## config.mk

```make
export PLATFORM = sky130hd
export DESIGN_NAME = sram_port_ctrl
export DESIGN_NICKNAME = d
export VERILOG_FILES = /design/src/rtl/sram_ctrl_pkg.sv /design/src/rtl/sram_resp_fifo.sv /design/src/rtl/sram_port_ctrl.sv
export SDC_FILE = /design/constraint.sdc
export NUM_CORES = 1
export LEC_CHECK = 0
export ABC_AREA = 1
export BUFFER_PORTS_ARGS = -buffer_cell sky130_fd_sc_hd__buf_2
export CAP_MARGIN = 10
export CORE_AREA = 2 2 432 434
export CTS_BUF_LIST = sky130_fd_sc_hd__clkbuf_8 sky130_fd_sc_hd__clkbuf_16
export DETAILED_ROUTE_END_ITERATION = 8
export DIE_AREA = 0 0 434 436
export PLACE_DENSITY = 0.45
export SYNTH_ARGS = -nofsm -noshare
export SYNTH_HDL_FRONTEND = slang
export SYNTH_HIERARCHICAL = 1
export SYNTH_SLANG_ARGS = --single-unit
```

## constraint.sdc

```tcl
create_clock -name clock -period 18.1 [get_ports clock]
set_input_delay 0 -clock clock [delete_from_list [all_inputs] [get_ports clock]]
set_output_delay 0 -clock clock [all_outputs]
set_load 0.05 [all_outputs]
```

## src/rtl/sram_ctrl_pkg.sv

```systemverilog
// Shared types and helpers for the single-port SRAM initiator.
// State encoding and a constant-foldable ceil(log2) used to size counters and pointers.
package sram_ctrl_pkg;

    typedef enum logic {
        ST_INIT = 1'b0,
        ST_RUN  = 1'b1
    } sram_state_e;

    function automatic int calc_clog2(input int value);
        int result;
        result = 0;
        for (int i = 0; i < 31; i++) begin
            if ((1 << i) < value) result = i + 1;
        end
        return result;
    endfunction

endpackage

```

## src/rtl/sram_resp_fifo.sv

```systemverilog
// Circular read-response FIFO; depth need not be a power of two.
// Head is a register read, so consumers see stable data with no comb path from the SRAM.
module sram_resp_fifo
    import sram_ctrl_pkg::*;
#(
    parameter int DATA_W = 256,
    parameter int DEPTH  = 3,
    localparam int CNT_W = calc_clog2(DEPTH + 1),
    localparam int PTR_W = (DEPTH > 1) ? calc_clog2(DEPTH) : 1
) (
    input  logic              clk,
    input  logic              rst,
    input  logic              i_push,
    input  logic [DATA_W-1:0] i_push_data,
    input  logic              i_pop,
    output logic              o_valid,
    output logic [DATA_W-1:0] o_head,
    output logic [CNT_W-1:0]  o_count
);

    logic [DATA_W-1:0] r_mem [DEPTH];
    logic [PTR_W-1:0]  r_wr_ptr;
    logic [PTR_W-1:0]  r_rd_ptr;
    logic [CNT_W-1:0]  r_count;
    logic              w_pop;

    function automatic logic [PTR_W-1:0] ptr_inc(input logic [PTR_W-1:0] p);
        return (p == PTR_W'(DEPTH - 1)) ? '0 : p + PTR_W'(1);
    endfunction

    assign w_pop = i_pop && (r_count != '0);

    always_ff @(posedge clk) begin
        if (rst) begin
            r_wr_ptr <= '0;
            r_rd_ptr <= '0;
            r_count  <= '0;
        end else begin
            if (i_push) r_wr_ptr <= ptr_inc(r_wr_ptr);
            if (w_pop)  r_rd_ptr <= ptr_inc(r_rd_ptr);
            case ({i_push, w_pop})
                2'b10:   r_count <= r_count + CNT_W'(1);
                2'b01:   r_count <= r_count - CNT_W'(1);
                default: r_count <= r_count;
            endcase
        end
    end

    // Data storage needs no reset; occupancy is tracked by r_count alone.
    always_ff @(posedge clk) begin
        if (i_push) r_mem[r_wr_ptr] <= i_push_data;
    end

    assign o_valid = (r_count != '0);
    assign o_head  = r_mem[r_rd_ptr];
    assign o_count = r_count;

endmodule

```

## src/rtl/sram_port_ctrl.sv

```systemverilog
// Initiator for one masked single-port SRAM macro with optional post-reset zero-fill.
// Handshakes: a transfer happens on a cycle where valid && ready; ready never depends on valid.
module sram_port_ctrl
    import sram_ctrl_pkg::*;
#(
    parameter int ADDR_W     = 9,
    parameter int DATA_W     = 256,
    parameter int GRAN       = 8,
    parameter int RESP_DEPTH = 3,
    parameter int INIT_EN    = 1,
    localparam int MASK_W    = DATA_W / GRAN
) (
    input  logic              clock,
    input  logic              reset,
    input  logic              req_valid,
    output logic              req_ready,
    input  logic              req_write,
    input  logic [ADDR_W-1:0] req_addr,
    input  logic [DATA_W-1:0] req_wdata,
    input  logic [MASK_W-1:0] req_wmask,
    output logic              resp_valid,
    input  logic              resp_ready,
    output logic [DATA_W-1:0] resp_rdata,
    output logic              init_busy,
    output logic              sram_en,
    output logic              sram_wmode,
    output logic [ADDR_W-1:0] sram_addr,
    output logic [MASK_W-1:0] sram_wmask,
    output logic [DATA_W-1:0] sram_wdata,
    input  logic [DATA_W-1:0] sram_rdata,
    output sram_state_e       dbg_state
);

    localparam int CNT_W = calc_clog2(RESP_DEPTH + 1);
    localparam logic [ADDR_W:0] INIT_LAST = {1'b0, {ADDR_W{1'b1}}};
    localparam sram_state_e RESET_STATE = (INIT_EN != 0) ? ST_INIT : ST_RUN;

    sram_state_e       r_state;
    sram_state_e       w_state_next;
    logic [ADDR_W:0]   r_init_cnt;
    logic              r_inflight;
    logic              r_hold;
    logic              w_quiet;
    logic              w_init_wr;
    logic              w_fire;
    logic              w_fifo_valid;
    logic              w_pop;
    logic [CNT_W-1:0]  w_fifo_count;
    logic [CNT_W:0]    w_credit_used;
    logic              w_has_credit;

    // r_hold keeps the port idle for the first cycle after reset is released.
    assign w_quiet = reset || r_hold;

    assign w_credit_used = {1'b0, w_fifo_count} + {{CNT_W{1'b0}}, r_inflight};
    assign w_has_credit  = (w_credit_used < (CNT_W + 1)'(RESP_DEPTH));
    assign w_fire        = req_valid && req_ready;

    always_ff @(posedge clock) begin
        if (reset) r_state <= RESET_STATE;
        else       r_state <= w_state_next;
    end

    always_comb begin
        w_state_next = r_state;
        if (r_state == ST_INIT && !w_quiet && r_init_cnt == INIT_LAST) w_state_next = ST_RUN;
    end

    always_comb begin
        w_init_wr  = 1'b0;
        req_ready  = 1'b0;
        sram_en    = 1'b0;
        sram_wmode = 1'b0;
        sram_addr  = '0;
        sram_wmask = '0;
        sram_wdata = '0;
        if (!w_quiet) begin
            case (r_state)
                ST_INIT: begin
                    w_init_wr  = 1'b1;
                    sram_en    = 1'b1;
                    sram_wmode = 1'b1;
                    sram_addr  = r_init_cnt[ADDR_W-1:0];
                    sram_wmask = '1;
                end
                ST_RUN: begin
                    req_ready = w_has_credit;
                    if (req_valid && w_has_credit) begin
                        sram_en    = 1'b1;
                        sram_wmode = req_write;
                        sram_addr  = req_addr;
                        if (req_write) begin
                            sram_wmask = req_wmask;
                            sram_wdata = req_wdata;
                        end
                    end
                end
                default: ;
            endcase
        end
    end

    always_ff @(posedge clock) begin
        if (reset) begin
            r_hold     <= 1'b1;
            r_init_cnt <= '0;
            r_inflight <= 1'b0;
        end else begin
            r_hold     <= 1'b0;
            if (w_init_wr) r_init_cnt <= r_init_cnt + (ADDR_W + 1)'(1);
            r_inflight <= w_fire && !req_write;
        end
    end

    // A read issued last cycle has its data on sram_rdata now; the credit check guarantees room.
    sram_resp_fifo #(
        .DATA_W (DATA_W),
        .DEPTH  (RESP_DEPTH)
    ) u_resp_fifo (
        .clk         (clock),
        .rst         (reset),
        .i_push      (r_inflight),
        .i_push_data (sram_rdata),
        .i_pop       (w_pop),
        .o_valid     (w_fifo_valid),
        .o_head      (resp_rdata),
        .o_count     (w_fifo_count)
    );

    assign resp_valid = w_fifo_valid && !reset;
    assign w_pop      = resp_valid && resp_ready;
    assign init_busy  = reset ? (INIT_EN != 0) : (r_state == ST_INIT);
    assign dbg_state  = r_state;

endmodule

```

==> impl_metrics.env <==
export IMPL_hold_class="in2reg"
export IMPL_status="finished, final reports clean"
export IMPL_leakage_nw=18.4
export IMPL_hold_viol_final=0
export IMPL_syn_area_um2=32100
export IMPL_timing_slew_headroom_pct=20.9
export IMPL_power_switching_mw=0.927
export IMPL_clockPowerShare_pct=46.3
export IMPL_gp_congestion=1.13
export IMPL_synth_cell_types=29
export IMPL_wl_met2_um=103000
export IMPL_post_route_drc_count=0
export IMPL_grt_max_degree=196
export IMPL_final_max_slew_violation_count=0
export IMPL_crit_top_cell="buf_4"
export IMPL_dpl_hpwl_um=162000
export IMPL_cts_tree="done"
export IMPL_clk_latency_ns=0.72
export IMPL_fin_skew_ns=0.0308
export IMPL_final_util_pct=25.6
export IMPL_start_kind="register"
export IMPL_routedWlPerCell_um=30.7
export IMPL_swShare_pct=22.4
export IMPL_cts_buffer_depth=3
export IMPL_end_kind="output port"
export IMPL_seqPwrFrac_pct=48.5
export IMPL_syn2layout_area_growth_pct=46.9
export IMPL_crit_path_top_delay_cell="dfxtp_4"
export IMPL_start_util_pct=17.4
export IMPL_cpPeakStageDelay_ns=0.85
export IMPL_path_cells="buf_4 > buf_4 > buf_4 > a21oi_1 > a21oi_1 > buf_2"
export IMPL_wl_met1_um=79200
export IMPL_clock_root_buffer="clkbuf_16"
export IMPL_criticalPathCategory="reg2out"
export IMPL_arrival_ns=4.70
export IMPL_syn_avg_cell_area_um2=11.8
export IMPL_track_usage_pct=21.5
export IMPL_required_ns=18.10
export IMPL_core_area_um2=185000
export IMPL_drt_iter0_markers=2251
export IMPL_cts_resized=0
export IMPL_clock_sinks=789
export IMPL_rsz0062_at_grt="false"
export IMPL_min_period_over_period_pct=26.0
export IMPL_post_cts_buffers=0
export IMPL_htree_levels=3
export IMPL_portBuffers=1116
export IMPL_antenna_left=0
export IMPL_via_per_inst=4.14
export IMPL_nNetsFinal=4749
export IMPL_die_height_um=436
export IMPL_die_w_um=434
export IMPL_antenna_found_initial=125
export IMPL_vias=28222
export IMPL_routed_wl_um=209000
export IMPL_yosys_warnings=6
export IMPL_synth_top_cell_area_share_pct=71.7
export IMPL_io_pin_count=1117
export IMPL_first_pass_iters=7
export IMPL_fp_dieArea_um2=189000
export IMPL_max_slew_worst_pin_slew_ns=1.18
export IMPL_period_needed_ns=4.70
export IMPL_grt_pass1_vias=27979
export IMPL_path_max_fanout=63
export IMPL_dr_wl_met3_um=13600
export IMPL_yosys_top_cells_area="edfxtp_1, a21oi_1, nand2_1, nor2_1, buf_6"
export IMPL_final_setup_tns_ns=0
export IMPL_layout_commonest_cell="buf_2"
export IMPL_grt_overflow_total=0
export IMPL_final_cell_mix="buf_2, edfxtp_1, nand2_1, nor2_1, a21oi_1"
export IMPL_yosys_area_top_type="edfxtp_1"
export IMPL_powerDensity_nw_per_um2=87.5
export IMPL_maxCapViolCount=0
export IMPL_yosysSeqAreaShare_pct=73.0
export IMPL_max_freq_ghz=0.213
export IMPL_comb_power_share_pct=5.3
export IMPL_ys_seq_elements=789
export IMPL_setup_viol=0
export IMPL_num_rows=158
export IMPL_ir_worst_vdd_uv=74.1
export IMPL_drive_above_1_share_pct=30.9
export IMPL_p_int_mw=3.21
export IMPL_clk_transition_reported_paths_ns=0.06
export IMPL_cts_inserted_buffers=96
export IMPL_grt_pass1_wl_um=268000
export IMPL_syn_inst=2719
export IMPL_synth_fp_nets=3281
export IMPL_routed_top_layer="met5"
## area by class of cell
class	count	area, um2
timing repair buffer	1548	9890
clock inverter	72	621
clock buffer	98	2450
antenna	74	185
inverter	65	274
fill	19871	137000
tap	2480	3100
sequential	789	23500
multi-input combinational	1687	7220
## per-stage QoR
| stage | instances | power (mW) | instance area (um2) | setup slack (ns) | hold WS, ns |
|---|---|---|---|---|---|
| floorplan | 2719 | 2.08 | 32200 | 7.17 | 0.0277 |
| global placement | 6164 | 2.18 | 39900 | 14.29 | 0.203 |
| detailed placement | 6164 | 2.18 | 39900 | 14.25 | 0.203 |
| CTS | 6739 | 4.20 | 47000 | 13.42 | 0.0000176 |
| global route | 6786 | 4.27 | 47200 | 13.21 | 0.0188 |
| finish | 6813 | 4.13 | 47200 | 13.40 | 0.0698 |
## power groups by stage
stage | clock network, mW | logic, mW | registers, mW
after floorplan | 0 | 0.0330 | 2.04
after global placement | 0 | 0.140 | 2.04
after detailed placement | 0 | 0.141 | 2.04
after CTS | 1.98 | 0.219 | 2.00
after global routing | 2.04 | 0.232 | 2.00
final | 1.91 | 0.219 | 2.00
## worst paths after layout
| check | start | end | slack [ns] | cells after the start |
|---|---|---|---|---|
| worst max-delay path | register | resp_rdata[194] | 13.40 | 6 |
| worst min-delay path | sram_rdata[189] | u_resp_fifo/r_mem[1][189] | 0.07 | 2 |
| worst max register to register | dbg_state | r_inflight | 15.32 | 7 |
| worst min register to register | u_resp_fifo/r_wr_ptr[1] | u_resp_fifo/r_wr_ptr[1] | 0.48 | 2 |
## what timing repair did
item / CTS / global route
endpoints found under the setup margin: 0 / 0
endpoints found under the hold margin: 789 / 0
hold buffers: 405 / 0
## worst max-delay path, delay by kind of cell (launching register included)
kind                   cells  cell delay (ns)
flip-flops                 1             0.85
buffers and inverters      4             2.52
AO/OA/AOI/OAI              2             0.35
## layer usage
metal  vias up  track usage (%)
li1      12443                -
met1     14013             24.3
met2      1310             36.8
met3       442             5.19
met4        14             12.4
met5         -                0
## synth_stat cells
cell type,number
a21oi_2,10
and3_1,1
buf_1,5
dfxtp_1,21
nand4_1,2
nor2_4,1
buf_2,89
edfxtp_1,768
nand2_1,539
nand3_1,12
nor2_2,2
ha_1,4
buf_8,1
nand2_2,11
nor2_1,539
clkinv_4,1
o21bai_1,1
buf_4,29
or2_2,1
inv_1,61
nor3_1,4
buf_12,1
clkinv_2,1
a21oi_1,516
o21ai_0,40
buf_6,41
o21ai_1,4
clkbuf_1,12
inv_2,2
## flip-flops by register name, indices dropped and copies added (netlist names), named ones only
register,count
dbg_state,1
r_hold,1
r_inflight,1
r_init_cnt,10
u_resp_fifo/o_count,2
u_resp_fifo/r_mem,768
u_resp_fifo/r_rd_ptr,2
u_resp_fifo/r_wr_ptr,2
## kinds of logic after synthesis
group	share of synthesized area (%)
AOI/OAI and AO/OA	9.01
DFF	73.0
buffers and inverters	4.58
and+or+nand+nor	13.2
adders and majority gates	0.156
Power figures use the tool's default switching activity.
